## config.mk

```make
export PLATFORM = sky130hd
export DESIGN_NAME = board_mark_reg
export DESIGN_NICKNAME = d
export VERILOG_FILES = /design/src/rtl/board_pkg.sv /design/src/rtl/btn_edge_sync.sv /design/src/rtl/board_mark_reg.sv
export SDC_FILE = /design/constraint.sdc
export NUM_CORES = 1
export LEC_CHECK = 0
export ABC_AREA = 1
export CAP_MARGIN = 20
export CORE_ASPECT_RATIO = 2
export CORE_MARGIN = 2
export CORE_UTILIZATION = 45
export DETAILED_ROUTE_END_ITERATION = 12
export HOLD_SLACK_MARGIN = 0.05
export PLACE_DENSITY = 0.71
export SLEW_MARGIN = 20
export SYNTH_ARGS = -nofsm -noshare
export SYNTH_HDL_FRONTEND = slang
export SYNTH_SLANG_ARGS = --single-unit
export TNS_END_PERCENT = 1
```

## constraint.sdc

```tcl
create_clock -name clk -period 1.8 [get_ports clk]
set_input_delay 0.36 -clock clk [delete_from_list [all_inputs] [get_ports clk]]
set_output_delay 0.36 -clock clk [all_outputs]
set_load 0.05 [all_outputs]
```

## src/rtl/board_pkg.sv

```systemverilog
// Shared types for the board mark register: commit FSM states and player encoding.
package board_pkg;

  typedef enum logic [1:0] {
    IDLE   = 2'd0,
    COMMIT = 2'd1,
    HOLD   = 2'd2
  } state_t;

  localparam logic PLAYER_A = 1'b0;
  localparam logic PLAYER_B = 1'b1;

endpackage

```

## src/rtl/btn_edge_sync.sv

```systemverilog
// Two-flop synchroniser plus rising-edge detector for a raw push button.
// Ports:
//   clk, rst_n : clock, asynchronous active-low reset
//   btn        : raw asynchronous button level
//   sync       : synchronised button level (registered)
//   rise_c     : one-cycle rising edge of sync (combinational)
module btn_edge_sync (
  input  logic clk,
  input  logic rst_n,
  input  logic btn,
  output logic sync,
  output logic rise_c
);

  logic       meta;
  logic [1:0] fill;
  logic       prev;

  // fill tracks when sync carries real samples; until then prev is held high
  // so a button held across reset release never reads as a fresh press.
  always_ff @(posedge clk or negedge rst_n) begin
    if (!rst_n) begin
      meta <= 1'b0;
      sync <= 1'b0;
      fill <= 2'b00;
      prev <= 1'b1;
    end else begin
      meta <= btn;
      sync <= meta;
      fill <= {fill[0], 1'b1};
      prev <= fill[1] ? sync : 1'b1;
    end
  end

  assign rise_c = fill[1] & sync & ~prev;

endmodule

```

## src/rtl/board_mark_reg.sv

```systemverilog
// Board mark register: commits debounced button presses as alternating player
// marks on a CELLS-cell board, with accept/reject pulses and occupancy count.
// Optional one-level undo is compiled in when BOARD_MARK_UNDO_EN is defined.
// Ports:
//   clk, rst_n   : clock, asynchronous active-low reset
//   pos_i        : selected cell index
//   btn_i        : raw commit button
//   clear_i      : synchronous board clear
//   undo_i       : raw undo button (BOARD_MARK_UNDO_EN only)
//   cell_mark_o  : per-cell occupied flags
//   cell_owner_o : per-cell owner (0 = player A, 1 = player B)
//   player_o     : player to move
//   accept_o     : one-cycle pulse, move (or undo) stored
//   reject_o     : one-cycle pulse, move (or undo) refused
//   full_o       : all cells occupied (combinational)
//   move_cnt_o   : number of occupied cells
module board_mark_reg
  import board_pkg::*;
#(
  parameter int unsigned CELLS = 9,
  parameter int unsigned POS_W = 4
) (
  input  logic                         clk,
  input  logic                         rst_n,
  input  logic [POS_W-1:0]             pos_i,
  input  logic                         btn_i,
  input  logic                         clear_i,
`ifdef BOARD_MARK_UNDO_EN
  input  logic                         undo_i,
`endif
  output logic [CELLS-1:0]             cell_mark_o,
  output logic [CELLS-1:0]             cell_owner_o,
  output logic                         player_o,
  output logic                         accept_o,
  output logic                         reject_o,
  output logic                         full_o,
  output logic [$clog2(CELLS+1)-1:0]   move_cnt_o
);

  localparam int unsigned CNT_W = $clog2(CELLS+1);

  state_t             state, state_d;
  logic [POS_W-1:0]   pos_q, pos_d;
  logic [CELLS-1:0]   mark_d, owner_d, sel;
  logic [CNT_W-1:0]   cnt_d;
  logic               player_d, accept_d, reject_d;
  logic               btn_sync, btn_rise, pos_ok, hit;

  btn_edge_sync u_btn_sync (
    .clk    (clk),
    .rst_n  (rst_n),
    .btn    (btn_i),
    .sync   (btn_sync),
    .rise_c (btn_rise)
  );

`ifdef BOARD_MARK_UNDO_EN
  logic               undo_rise;
  logic [POS_W-1:0]   last_pos, last_pos_d;
  logic               last_vld, last_vld_d;
  logic [CELLS-1:0]   usel;

  btn_edge_sync u_undo_sync (
    .clk    (clk),
    .rst_n  (rst_n),
    .btn    (undo_i),
    .sync   (),
    .rise_c (undo_rise)
  );

  assign usel = CELLS'(1) << last_pos;
`endif

  // Out-of-range positions shift the one-hot select to zero.
  assign sel    = CELLS'(1) << pos_q;
  assign pos_ok = (32'(pos_q) < CELLS);
  assign hit    = |(cell_mark_o & sel);
  assign full_o = (move_cnt_o == CNT_W'(CELLS));

  // Next-state and datapath update.
  always_comb begin
    state_d  = state;
    pos_d    = pos_q;
    mark_d   = cell_mark_o;
    owner_d  = cell_owner_o;
    player_d = player_o;
    cnt_d    = move_cnt_o;
    accept_d = 1'b0;
    reject_d = 1'b0;
`ifdef BOARD_MARK_UNDO_EN
    last_pos_d = last_pos;
    last_vld_d = last_vld;
`endif

    case (state)
      IDLE: begin
        if (btn_rise) begin
          pos_d   = pos_i;
          state_d = COMMIT;
        end
`ifdef BOARD_MARK_UNDO_EN
        else if (undo_rise) begin
          if (last_vld) begin
            mark_d     = cell_mark_o & ~usel;
            owner_d    = cell_owner_o & ~usel;
            cnt_d      = move_cnt_o - CNT_W'(1);
            player_d   = ~player_o;
            accept_d   = 1'b1;
            last_vld_d = 1'b0;
          end else begin
            reject_d = 1'b1;
          end
        end
`endif
        else if (btn_sync) begin
          state_d = HOLD;
        end
      end
      COMMIT: begin
        state_d = HOLD;
        if (pos_ok && !hit && !full_o) begin
          mark_d   = cell_mark_o | sel;
          owner_d  = (player_o == PLAYER_B) ? (cell_owner_o | sel) : cell_owner_o;
          cnt_d    = move_cnt_o + CNT_W'(1);
          player_d = ~player_o;
          accept_d = 1'b1;
`ifdef BOARD_MARK_UNDO_EN
          last_pos_d = pos_q;
          last_vld_d = 1'b1;
`endif
        end else begin
          reject_d = 1'b1;
        end
      end
      HOLD: begin
        if (!btn_sync) state_d = IDLE;
      end
      default: state_d = IDLE;
    endcase

    // Clear overrides everything, including a commit in flight.
    if (clear_i) begin
      mark_d   = '0;
      owner_d  = '0;
      cnt_d    = '0;
      player_d = PLAYER_A;
      accept_d = 1'b0;
      reject_d = 1'b0;
      state_d  = btn_sync ? HOLD : IDLE;
`ifdef BOARD_MARK_UNDO_EN
      last_vld_d = 1'b0;
`endif
    end
  end

  // State register.
  always_ff @(posedge clk or negedge rst_n) begin
    if (!rst_n) begin
      state        <= IDLE;
      pos_q        <= '0;
      cell_mark_o  <= '0;
      cell_owner_o <= '0;
      move_cnt_o   <= '0;
      player_o     <= PLAYER_A;
      accept_o     <= 1'b0;
      reject_o     <= 1'b0;
`ifdef BOARD_MARK_UNDO_EN
      last_pos     <= '0;
      last_vld     <= 1'b0;
`endif
    end else begin
      state        <= state_d;
      pos_q        <= pos_d;
      cell_mark_o  <= mark_d;
      cell_owner_o <= owner_d;
      move_cnt_o   <= cnt_d;
      player_o     <= player_d;
      accept_o     <= accept_d;
      reject_o     <= reject_d;
`ifdef BOARD_MARK_UNDO_EN
      last_pos     <= last_pos_d;
      last_vld     <= last_vld_d;
`endif
    end
  end

endmodule

```

==> results by group, run 1 <==
Outcome
  • Status: finished clean

STA
  • Post-Route Skew: 0.007140 ns
  • Setup TNS: 0 ns
  • Period minus WS final: about 1.6 ns
  • Max Slew Vio Count: 0
  • Share of the clock period used by the worst path: 91.05%
  • Hold Fails Final Rpt: 0
  • Maximum clock frequency: 610.2 MHz
  • Final setup violating endpoints: 0
  • Hold slack: 0.3485 ns
  • Setup repair after global routing missed its margin: no

Synth
  • Fraction of synthesized cell area taken by the top area cell type: 49.61%
  • Post-Syn Area: 0.001765 sq mm
  • Number of warnings printed during yosys synthesis: 0
  • Seq cells post-synth: 36
  • Number of cells produced by synthesis: about 220
  • Net Count, Synth: ~230
  • Synth Area per Inst: roughly 8 sq um
  • Top area cells in the synthesized netlist: sky130_fd_sc_hd__dfrtp_1, sky130_fd_sc_hd__nand2_1, sky130_fd_sc_hd__nand3_1
  • Number of different library cells in the post-synthesis netlist: 24
  • Sequential element share of the synthesized area: 51.10%
  • Library cell occupying the most area in the post-synthesis netlist: sky130_fd_sc_hd__dfrtp_1

Global route
  • Vias in the first global route: 1489
  • GRT overflow: 0
  • Global-route wire length before repair: 6.934 mm
  • Maximum number of pins on one net before global-route repair: 37
  • Antenna violations before repair: 0
  • Aggregate global-route resource usage: 21.91%

Placed design
  • Post-detailed-placement cell area: around 0.0021 sq mm
  • Placed cell count: 305
  • Routability congestion estimate: roughly 0.87
  • Count of buffers inserted at the top-level ports: 33
  • Final HPWL DP: about 3 mm

Power
  • Switching Power: 0.7377 mW
  • Sequential fraction of design power: between 40% and 50%
  • Part of the total power dissipated in combinational logic: 24.9%
  • Worst vdd rail ir drop: 0.0007435 V
  • Ratio of total power to cell area: 976.2 mW/mm^2
  • Clock share of power: 31.6%
  • Internal power: 1.447 mW
  • Switching power as a share of total power: 33.76%
  • Leak: 1.228 nW

Clocking
  • TritonCTS Buffers: 5
  • Clock-pin transition on the worst setup and hold timing paths: 0.07 ns
  • CTS H-tree depth: 2
  • Clk buf depth: 2
  • Buffer cell driving the clock tree root: sky130_fd_sc_hd__clkbuf_8
  • Quantity of hold-fixing buffers added after cts: 0
  • Number of instances resized during post-cts repair: 0
  • Post-CTS Repair Setup Buffers: 0
  • TritonCTS clock tree: done
  • Number of clock sinks: 36
  • Worst-skew pair later-pin latency: 0.29 ns

Flow run
  • Maxcap violations: 0

Routing
  • Remaining DRCs: 0
  • Total number of vias: about 1500
  • Overall routed net length: 4.150 mm
  • Antenna viol nets, final: 0
  • Number of detailed-route iterations in the first pass: 4
  • Starting DRC count in detailed routing: 26
  • Vias per Instance: between 4 and 5
  • Per-cell routed wire length: roughly 13 um

Floorplanning
  • Die Footprint: 0.004471 sq mm
  • Vert. Die Dim: approximately 93 um
  • Initial cell density of the core: around 46%
  • Floorplan Core Area: approximately 0.0038 sq mm
  • Width of the die: 48.29 um
  • Number of placement rows: 32
  • Number of top-level pins: 34

Critical path
  • Sort of element at the end of the critical path: flop
  • Critical path data arrival time: 1.82 ns
  • Critical-path top delay cell: sky130_fd_sc_hd__dfrtp_1
  • Data required time of the critical path: 1.98 ns
  • CP cell instances: nand2_1 -> inv_1 -> nand3_1 -> nand2_1 -> nor2_2 -> nand3_4 -> nand2_4 -> nand2_4 -> nand2_1 -> nand2_1
  • Setup CP Type: reg -> reg
  • CP Max Fanout: 10
  • Delay contributed by the slowest stage of the critical path: 0.44 ns
  • Critical Path Source Type: flop
  • Most numerous cell on the critical path: sky130_fd_sc_hd__nand2_1

Layout
  • Number of inserted filler cells in the final layout: 381
  • Fraction of final layout cells sized beyond drive strength 1: 21.76%
  • Number of antenna diodes: 0
  • Area Overhead vs Synth: 26.79%
  • Final standard cell area without fillers: 0.002238 sq mm
  • Net count of the finished layout: 271
  • Number of standard cells in the layout, taps in and fillers out: 313

Worst hold path
  • Worst min-delay path class: reg -> reg
[cell usage in the layout (no fill, tap or decap)]
cell type,count
sky130_fd_sc_hd__inv_1,18
sky130_fd_sc_hd__nand2_4,3
sky130_fd_sc_hd__or2_2,1
sky130_fd_sc_hd__nand3b_1,3
sky130_fd_sc_hd__clkbuf_8,5
sky130_fd_sc_hd__nand3_1,33
sky130_fd_sc_hd__dfrtp_1,35
sky130_fd_sc_hd__nor2_2,5
sky130_fd_sc_hd__a31oi_1,1
sky130_fd_sc_hd__dfstp_2,1
sky130_fd_sc_hd__nand3_4,1
sky130_fd_sc_hd__clkbuf_1,1
sky130_fd_sc_hd__bufinv_16,1
sky130_fd_sc_hd__inv_2,5
sky130_fd_sc_hd__ha_1,2
sky130_fd_sc_hd__nor2_1,37
sky130_fd_sc_hd__nor3_1,1
sky130_fd_sc_hd__xor2_1,2
sky130_fd_sc_hd__nand2_1,57
sky130_fd_sc_hd__o21ai_2,1
sky130_fd_sc_hd__nor2_4,1
sky130_fd_sc_hd__nand4_1,2
sky130_fd_sc_hd__conb_1,1
sky130_fd_sc_hd__a21oi_1,5
sky130_fd_sc_hd__clkinv_2,1
sky130_fd_sc_hd__buf_4,29
sky130_fd_sc_hd__clkdlybuf4s50_1,7
sky130_fd_sc_hd__nand2_2,1
sky130_fd_sc_hd__buf_12,2
[worst max-delay path, delay by kind of cell, from the launching register on]
family	cells	cell delay, ns
DFF	1	0.44
buffers and inverters	1	0.07
and+or+nand+nor	9	1.02
[cell usage after synthesis]
library cell               count
sky130_fd_sc_hd__or2_2         1
sky130_fd_sc_hd__clkbuf_1      4
sky130_fd_sc_hd__a31oi_1       1
sky130_fd_sc_hd__buf_6         1
sky130_fd_sc_hd__nor2_2        5
sky130_fd_sc_hd__o21ai_2       1
sky130_fd_sc_hd__nor2_4        1
sky130_fd_sc_hd__nand3b_1      3
sky130_fd_sc_hd__a21oi_1       5
sky130_fd_sc_hd__nand3_4       1
sky130_fd_sc_hd__ha_1          2
sky130_fd_sc_hd__inv_1        18
sky130_fd_sc_hd__nand4_1       2
sky130_fd_sc_hd__nand2_4       3
sky130_fd_sc_hd__nor2_1       37
sky130_fd_sc_hd__nand2_1      57
sky130_fd_sc_hd__inv_2         5
sky130_fd_sc_hd__dfstp_2       1
sky130_fd_sc_hd__dfrtp_1      35
sky130_fd_sc_hd__nand3_1      33
sky130_fd_sc_hd__xor2_1        2
sky130_fd_sc_hd__nand2_2       1
sky130_fd_sc_hd__nor3_1        1
sky130_fd_sc_hd__conb_1        1
[sequential cells by signal, summed over array words and instances (netlist names)]
signal / cells
u_btn_sync.fill: 2
u_btn_sync.sync: 1
state: 2
pos_q: 4
reject_o: 1
cell_mark_o: 9
cell_owner_o: 9
move_cnt_o: 4
accept_o: 1
u_btn_sync.meta: 1
u_btn_sync.prev: 1
player_o: 1
[final cells by class]
| cell class | instances | area (sq um) | area share (%) |
|---|---|---|---|
| clock buffer | 6 | 72.57 | 3.242 |
| clock inverter | 2 | 35.03 | 1.565 |
| inverter | 23 | 86.33 | 3.857 |
| multi-input combinational | 157 | 750.7 | 33.54 |
| sequential | 36 | 902.1 | 40.30 |
| tap | 51 | 63.81 | 2.851 |
| timing repair buffer | 38 | 327.8 | 14.65 |
[cell families after synthesis]
family	synth area share [%]
XOR/XNOR	0.9924
buffers and inverters	6.378
flip-flops	51.10
AO/OA/AOI/OAI	2.268
other	0.2124
adder cells (fa/ha/maj)	1.417
AND/OR/NAND/NOR	37.63
[per-layer routing]
layer / vias to the layer above / track usage, % / share of wire [%]
met1: 724 / 25.58 / 40
met4: 0 / 11.49 / 3.5
met5: - / 0 / 0
met3: 9 / 3.314 / 3.3
met2: 29 / 35.86 / 53
li1: 765 / - / -
[metrics by stage]
stage	power [mW]	worst slack (ns)	util [%]
after floorplan	1.347	0.05884	-
after global placement	1.497	0.2319	56.02
after detailed placement	1.506	0.2076	56.02
after CTS	2.204	0.1737	58.85
after global routing	2.312	0.006672	58.85
final	2.185	0.1611	58.85
[worst paths after layout]
check | start | end | slack, ns | cells after the start
max | pos_q[1] | cell_owner_o[2] | 0.16 | 10
min | u_btn_sync.fill[0] | u_btn_sync.fill[1] | 0.35 | 0
max reg2reg | pos_q[1] | cell_owner_o[2] | 0.16 | 10
min reg2reg | u_btn_sync.fill[0] | u_btn_sync.fill[1] | 0.35 | 0
max in group asynchronous | rst_n | u_btn_sync.prev | 1.12 | 2
min in group asynchronous | rst_n | u_btn_sync.meta | 0.44 | 2
[power by group through the flow]
stage | combinational, mW | sequential (mW) | clock [mW]
2_1_floorplan | 0.291 | 1.06 | 0
4_1_cts | 0.545 | 0.948 | 0.711
3_3_place_gp | 0.534 | 0.963 | 0
6_report | 0.545 | 0.950 | 0.691
5_1_grt | 0.606 | 0.960 | 0.745
3_5_place_dp | 0.543 | 0.962 | 0
No activity file was read; power rests on OpenSTA's default activity.
==> run 2: changes to the inputs <==
--- a/config.mk
+++ b/config.mk
@@ -10,10 +10,10 @@
 export CORE_ASPECT_RATIO = 2
 export CORE_MARGIN = 2
 export CORE_UTILIZATION = 45
+export CTS_CLUSTER_SIZE = 16
 export DETAILED_ROUTE_END_ITERATION = 12
 export HOLD_SLACK_MARGIN = 0.05
-export PLACE_DENSITY = 0.71
-export SLEW_MARGIN = 20
+export PLACE_DENSITY = 0.75
 export SYNTH_ARGS = -nofsm -noshare
 export SYNTH_HDL_FRONTEND = slang
 export SYNTH_SLANG_ARGS = --single-unit
==> results by group, run 2 (same netlist as run 1, synthesis figures left out) <==
Critical path
  • Critical Path Source Type: flop
  • Sort of element at the end of the critical path: output port
  • Data required time of the critical path: between 1 and 1.5 ns
  • Setup slack on the worst flop-to-flop path: between 0.2 and 0.25 ns
  • Number of cells on the worst reg-to-reg path: 10
  • CP Max Fanout: 5
  • Critical register-to-register path endpoint: cell_owner_o[7]
  • Start of the worst register-to-register path: move_cnt_o[1]
  • Critical path data arrival time: around 1.2 ns
  • Setup CP Type: reg -> out

Global route
  • Global-route wire length before repair: around 6.5 mm
  • Antenna violations before repair: 0
  • Vias in the first global route: 1448
  • Maximum number of pins on one net before global-route repair: 37
  • GRT overflow: 0
  • Aggregate global-route resource usage: around a fifth

Power
  • Switching power as a share of total power: 34.04%
  • Total chip power: 2.194 mW
  • Leak: 1.228 nW
  • Part of the total power dissipated in combinational logic: 24.7%
  • Ratio of total power to cell area: a little under 1000 mW/mm^2
  • Sequential fraction of design power: between 40 and 50%
  • Clock share of power: about 32%
  • Worst vdd rail ir drop: 0.0006861 V
  • Internal power: 1.447 mW
  • Switching Power: 0.7469 mW

STA
  • Hold Fails Final Rpt: 0
  • Final setup violating endpoints: 0
  • Setup ws final: 0.1966 ns
  • Max Slew Vio Count: 0
  • Period minus WS final: 1.603 ns
  • Setup TNS: 0 ns
  • Setup repair after global routing missed its margin: no
  • Maximum clock frequency: 623.7 MHz
  • Post-Route Skew: 0.005547 ns
  • Share of the clock period used by the worst path: 89.08%

Placed design
  • Worst setup slack after placement: approximately 0.13 ns
  • Count of buffers inserted at the top-level ports: 33
  • Final HPWL DP: 2.966 mm
  • Routability congestion estimate: 0.9017
  • Placed cell count: 305

Layout
  • Fraction of final layout cells sized beyond drive strength 1: around 22%
  • Area Overhead vs Synth: 26.79%
  • Largest registers ranked by flip-flop count: cell_mark_o (9), cell_owner_o (9)
  • Highest-count cells in the layout ignoring fill and taps: sky130_fd_sc_hd__nand2_1, sky130_fd_sc_hd__nor2_1, sky130_fd_sc_hd__dfrtp_1, sky130_fd_sc_hd__nand3_1, sky130_fd_sc_hd__buf_4
  • Most common cell after layout, fill and taps aside: sky130_fd_sc_hd__nand2_1
  • Final core utilization: between 50 and 60%
  • Footprint of the flip-flops and latches: 902.1 sq um
  • Number of inserted filler cells in the final layout: 370
  • Number of antenna diodes: 0
  • Multi-input gate area in the final layout: 750.7 sq um
  • Net count of the finished layout: between 200 and 300
  • Number of standard cells in the layout, taps in and fillers out: 313

Clocking
  • Clock-pin transition on the worst setup and hold timing paths: 0.07 ns
  • Post-CTS Repair Setup Buffers: 0
  • Worst-skew pair later-pin latency: about 0.29 ns
  • Buffer cell driving the clock tree root: sky130_fd_sc_hd__clkbuf_8
  • Number of clock sinks: 36
  • TritonCTS clock tree: done
  • Number of instances resized during post-cts repair: 0
  • TritonCTS Buffers: 5
  • CTS H-tree depth: 2
  • Quantity of hold-fixing buffers added after cts: 0
  • Clk buf depth: 2

Routing
  • Starting DRC count in detailed routing: 37
  • Remaining DRCs: 0
  • Overall routed net length: 4.081 mm
  • Per-cell routed wire length: around 13 um
  • Total number of vias: about 1600
  • Antenna viol nets, final: 0
  • Number of detailed-route iterations in the first pass: 4
  • Vias per Instance: 4.952

Floorplanning
  • Number of top-level pins: 34
  • Width of the die: just under 50 um
  • Vert. Die Dim: about 93 um
  • Initial cell density of the core: 46.41%
  • Die Footprint: 0.004471 sq mm
  • Floorplan Core Area: 0.003804 sq mm
  • Number of placement rows: 32

Worst hold path
  • Worst min-delay path class: reg -> reg
  • Worst Hold End: u_btn_sync.fill[1]
  • Hold depth: 0
  • Hold Crit Start: u_btn_sync.fill[0]

Flow run
  • Maxcap violations: 0

Outcome
  • Status: finished clean
[run 2: cell counts in the layout (fill, tap and decap cells not counted)]
No cell type changed its count.
[run 2: power groups by stage]
stage	Clock [mW]	Combinational [mW]	Sequential (mW)
global placement	0	0.532	0.961
detailed placement	0	0.540	0.961
global route	0.751	0.593	0.956
CTS	0.719	0.543	0.947
finish	0.703	0.542	0.949
floorplan	0	0.291	1.06
[run 2: cell type report]
| type | instances | area share (%) |
|---|---|---|
| Clock buffer | 6 | 3.242 |
| Clock inverter | 2 | 1.565 |
| Inverter | 23 | 3.857 |
| Multi-Input combinational cell | 157 | 33.54 |
| Sequential cell | 36 | 40.30 |
| Tap cell | 51 | 2.851 |
| Timing Repair Buffer | 38 | 14.65 |
[run 2: how the worst max path moves through the flow]
stage / start / slack [ns] / end
after global placement: clear_i / 0.16 / player_o
after global routing: pos_q[0] / 0.06 / cell_owner_o[5]
final: move_cnt_o[1] / 0.20 / full_o
after detailed placement: clear_i / 0.13 / cell_owner_o[8]
after floorplan: move_cnt_o[1] / 0.06 / cell_owner_o[0]
after CTS: move_cnt_o[1] / 0.18 / full_o
[run 2: metal layers]
metal / global-route usage (%) / share of wire [%] / vias up
met4: 13.51 / 3.9 / 0
met3: 3.899 / 3.7 / 12
met2: 32.57 / 53 / 47
met1: 24.37 / 39 / 719
met5: 0 / 0 / -
li1: - / - / 772
[run 2: per-stage QoR]
step	hold slack, ns	area (sq um)
global route	0.3584	2238
detailed placement	0.3373	2131
floorplan	0.06441	1765
global placement	0.3313	2131
CTS	0.3532	2238
finish	0.3508	2238
[run 2: worst max-delay path, cell delays in order (launching register included)]
cell and delay (ns):
sky130_fd_sc_hd__dfrtp_1 0.41, sky130_fd_sc_hd__inv_1 0.06, sky130_fd_sc_hd__ha_1 0.17, sky130_fd_sc_hd__nand2_1 0.09, sky130_fd_sc_hd__inv_1 0.07, sky130_fd_sc_hd__buf_12 0.15
==> RTL change 1: new RTL, flow settings as in run 2 <==
The parameter `POS_W` goes from 4 to 5.
--- a/src/rtl/board_mark_reg.sv
+++ b/src/rtl/board_mark_reg.sv
@@ -19,5 +19,5 @@
 #(
   parameter int unsigned CELLS = 9,
-  parameter int unsigned POS_W = 4
+  parameter int unsigned POS_W = 5
 ) (
   input  logic                         clk,
Ports: changed (resized pos_i); port bits go from 34 to 35. The function was not compared with the original's and may differ.
==> RTL change 1 against run 2 <==
Count of clock-buffer cells in the layout up 2; global-route usage down 1.4 points; sequential cell count rose by 1; cell count grew 8.9%; total power increased by 7.8%; via count rose by 6.5%; register-to-register slack lost 0.08 ns; area after synthesis grew 5.5%; wire length shrank 1.6%; design area rose by 7.4%; worst hold slack gained 0.0025 ns; clock skew increased by 0.00090 ns; setup slack got worse by 0.050 ns; critical path type is now reg -> reg; critical endpoint is now move_cnt_o[2]; highest routed layer unchanged.
==> RTL change 1: results (changes against run 2) <==
- Most common library cells after synthesis: sky130_fd_sc_hd__nand2_1, sky130_fd_sc_hd__dfrtp_1, sky130_fd_sc_hd__inv_1
- Top post-synthesis cells by area: sky130_fd_sc_hd__dfrtp_1, sky130_fd_sc_hd__nand2_1, sky130_fd_sc_hd__nand3_1, sky130_fd_sc_hd__inv_1, sky130_fd_sc_hd__a21oi_1
- Number of cells on the worst reg-to-reg path: 10 (unchanged)
- Worst Skew: 0.00645 ns (+0.000902 ns)
- Maximum fanout along the worst path: 14 (+9)
- Slowest-stage cell, CP: sky130_fd_sc_hd__dfrtp_1
- Static Leakage: 1.25 nW (+2.0%)
- Stage delay of the slowest cell on the critical path: 0.45 ns (+0.04 ns)
- R2r setup slk: 0.15 ns (-0.08 ns)
- Clock transition at the registers of the reported paths: 0.07 ns (about the same)
- CTS buffer count: 5 (unchanged)
- Iter 0 DRT Violations: 36 (-2.7%)
- Crit path time final: 1.65 ns (+0.0503 ns)
- Number of warnings printed during yosys synthesis: 0 (unchanged)
- Post-synthesis net count: 250 (+8.2%)
- Hold path start: u_btn_sync.fill[0]
- Vias post-DR: 1651 (+6.5%)
- Hold Path Stages: 0 (unchanged)
- Detail-routed net length per standard cell: 11.8 µm (-9.7%)
- Largest net degree at the start of global routing: 21 (-43%)
- Clock tree root driver cell: sky130_fd_sc_hd__clkbuf_8
- Path class of the lowest-slack min-delay path: reg -> reg
- Sequential-to-total area share from yosys stat: 0.498 (-0.0130)
- Average size of a mapped cell: 7.79 µm² (-2.5%)
- Cell count after placement: 332 (+8.9%)
- Leading registers by flop count: cell_mark_o: 9 flops, cell_owner_o: 9 flops, pos_q: 5 flops
- Non-filler instance count after layout: 341 (+8.9%)
- Cell variety after synth: 29 (+21%)
- Number of antenna violations at the first check in global routing: 0 (unchanged)
- Share of cells above drive strength 1: 0.211 (-0.00648)
- Total global-route track usage: 0.195 (-0.0138)
- Critical R2R Capture: move_cnt_o[2]
- Via count of the first global-routing pass: 1616 (+12%)
- Total placed instance area: 2290 µm² (+7.7%)
- HPWL reported at the end of detailed placement: 3140 µm (+6.0%)
- Arrival time at the worst endpoint: 1.83 ns (+0.59 ns)
- I/O Buffers: 34 (+3.0%)
- Source-to-sink clock delay at the later pin of the worst-skew pair: 0.29 ns (about the same)
- Run status: finished, final reports clean
- Largest delay contributor family on the critical path: simple AND/OR/NAND/NOR gates
- Most repeated cell in the gate-level netlist after synthesis: sky130_fd_sc_hd__nand2_1
- RePlAce Congestion: 0.900 (-0.21%)
- CP Capture Type: flop
- Fillers: 410 (+11%)
- Setup WS pre-CTS: -0.00399 ns (-0.130 ns)
- Global-route wire length before repair: 6980 µm (+6.9%)
- Timing startpoint of the critical path: pos_q[4]
- Layout Nets: 299 (+10%)
- Worst vdd rail ir drop: 0.000618 V (-9.9%)
RTL change 1: logic make-up (layout without fill, tap and decap cells):
group | after synthesis | count (layout) | synth area share
mux | 1 | 1 | 0.00605
xor+xnor | 1 | 1 | 0.00471
compound gates | 26 | 26 | 0.0773
buf+inv | 37 | 87 | 0.0827
other cells | 1 | 1 | 0.00201
fa+ha+maj | 2 | 2 | 0.0134
simple gates | 134 | 134 | 0.316
flops | 37 | 37 | 0.498
RTL change 1: worst min-delay path by stage:
stage	to	slack (ns)
2_1_floorplan	accept_o	0.06
3_3_place_gp	u_btn_sync.sync	0.33
3_5_place_dp	u_btn_sync.fill[0]	0.34
4_1_cts	u_btn_sync.fill[1]	0.36
5_1_grt	u_btn_sync.sync	0.36
6_report	u_btn_sync.fill[1]	0.35
RTL change 1: final cells by class:
type	count	area (µm²)	share of cell area
Tap cell	52	65.1	0.0271
Timing Repair Buffer	48	415	0.173
Inverter	31	116	0.0484
Multi-Input combinational cell	165	788	0.328
Clock buffer	8	90.1	0.0375
Sequential cell	37	928	0.386
RTL change 1: timing repair:
item,in CTS,in global routing
hold buffers,1,0
gates resized for setup,0,3
endpoints found under the setup margin,0,23
hold endpoints to repair,19,0
RTL change 1: where the power goes:
part,switching [mW],leakage [nW],internal [mW]
registers,0.113,0.481,0.933
logic,0.486,0.726,0.246
clock network,0.276,0.0455,0.312
RTL change 1: layer usage:
layer  wire length (µm)  up-vias  GRT usage
met1               1480      745      0.197
met3                149       11     0.0396
met4                115        0      0.102
met2               2270       42      0.368
met5                  0        -          0
li1                   -      853          -
==> RTL change 2: new RTL, config.mk and constraints of run 2 <==
Made on the original files. The 3 states of `state_t` get a one-hot encoding in 3 bits.
--- a/src/rtl/board_pkg.sv
+++ b/src/rtl/board_pkg.sv
@@ -2,8 +2,8 @@
 package board_pkg;
 
-  typedef enum logic [1:0] {
-    IDLE   = 2'd0,
-    COMMIT = 2'd1,
-    HOLD   = 2'd2
+  typedef enum logic [2:0] {
+    IDLE   = 3'b001,
+    COMMIT = 3'b010,
+    HOLD   = 3'b100
   } state_t;
 
Formal check against the unedited RTL: no difference found for any inputs over 10 cycles, from zero or initial values and one cycle with rst_n low; not proved beyond that.
==> RTL change 2 against run 2 <==
Design area up 0.45%; count of clock-buffer cells in the layout unchanged; setup slack got worse by 0.039 ns; sequential cell count up 1; utilization fell by 0.35 points; synthesized cell count increased by 4.1%; total power increased by 11%; area after synthesis up 2.7%; clock skew increased by 0.0038 ns; sequential share of layout area is 0.99 points higher; wire length rose by 5.5%; worst hold slack improved by 0.0040 ns.
==> RTL change 2: results (changes against run 2) <==
- Run status: finished, final reports clean
- Top cell type's share of synthesized area: 0.483 (-0.0130)
- Synthesized-area fraction occupied by adder cells: 0.0138 (-0.000372)
- Global-route wire length before repair: 7290 µm (+12%)
- Via count of the first global-routing pass: 1623 (+12%)
- Iter 0 DRT Violations: 27 (-27%)
- Hold path endpoint: u_btn_sync.sync
- Comb pwr: 807 µW (+49%)
- Number of cells on the worst reg-to-reg path: 8 (-2)
- Cell count after placement: 314 (+3.0%)
- Worst vdd rail ir drop: 0.000633 V (-7.7%)
- RePlAce Congestion: 0.876 (-2.9%)
- Fraction of the mapped netlist area in compound gates: 0.0214 (-0.00128)
- Hold_ws: 0.355 ns (+0.00398 ns)
- Cell variety after synth: 26 (+8.3%)
- Total met2 wirelength after detailed routing: 2330 µm (+6.8%)
- Critical R2R Capture: cell_mark_o[0]
- Met2 Use GR: 0.381 (+0.0556)
- Global routing usage on met1: 0.221 (-0.0223)
- Share of the synthesized netlist area taken by xor and xnor gates: 0.00966 (-0.000260)
- Layout Nets: 280 (+3.3%)
- Static Leakage: 1.25 nW (+1.9%)
- Power consumed by sequential cells: 1.06 mW (+12%)
- Post-synthesis net count: 240 (+3.9%)
- Switching component of the power: 976 µW (+31%)
- Hold path start: u_btn_sync.meta
- Met1 WL: 1660 µm (+4.1%)
- Most common library cells after synthesis: sky130_fd_sc_hd__nand2_1, sky130_fd_sc_hd__nor2_1, sky130_fd_sc_hd__dfrtp_1, sky130_fd_sc_hd__nand3_1, sky130_fd_sc_hd__inv_1
==> RTL change 2: changes by cell type in the layout (fill, tap and decap cells not counted), sizes merged, moves of 2 or more <==
cell,before,now
nand3,34,36
inv,23,25
nand2,61,63
nor2,43,41
clkinv,1,3
==> RTL change 2: critical path: cells and delay by family, from the launching register on <==
kind	cells	cell delay [ns]
adder cells (fa/ha/maj)	1	0.22
AND/OR/NAND/NOR	1	0.10
buffers and inverters	2	0.23
flip-flops	1	0.44
==> RTL change 2: timing repair <==
| item | in CTS | in global routing |
|---|---|---|
| setup endpoints to repair | 0 | 17 |
| setup buffers | 0 | 0 |
| resized for setup | 0 | 2 |
==> RTL change 2: cell type report <==
cell class	count	area, µm²
multi-input combinational	161	753
tap	51	63.8
clock buffer	6	72.6
clock inverter	2	10.0
timing repair buffer	39	323
fill	396	1600
sequential	37	928
inverter	26	97.6
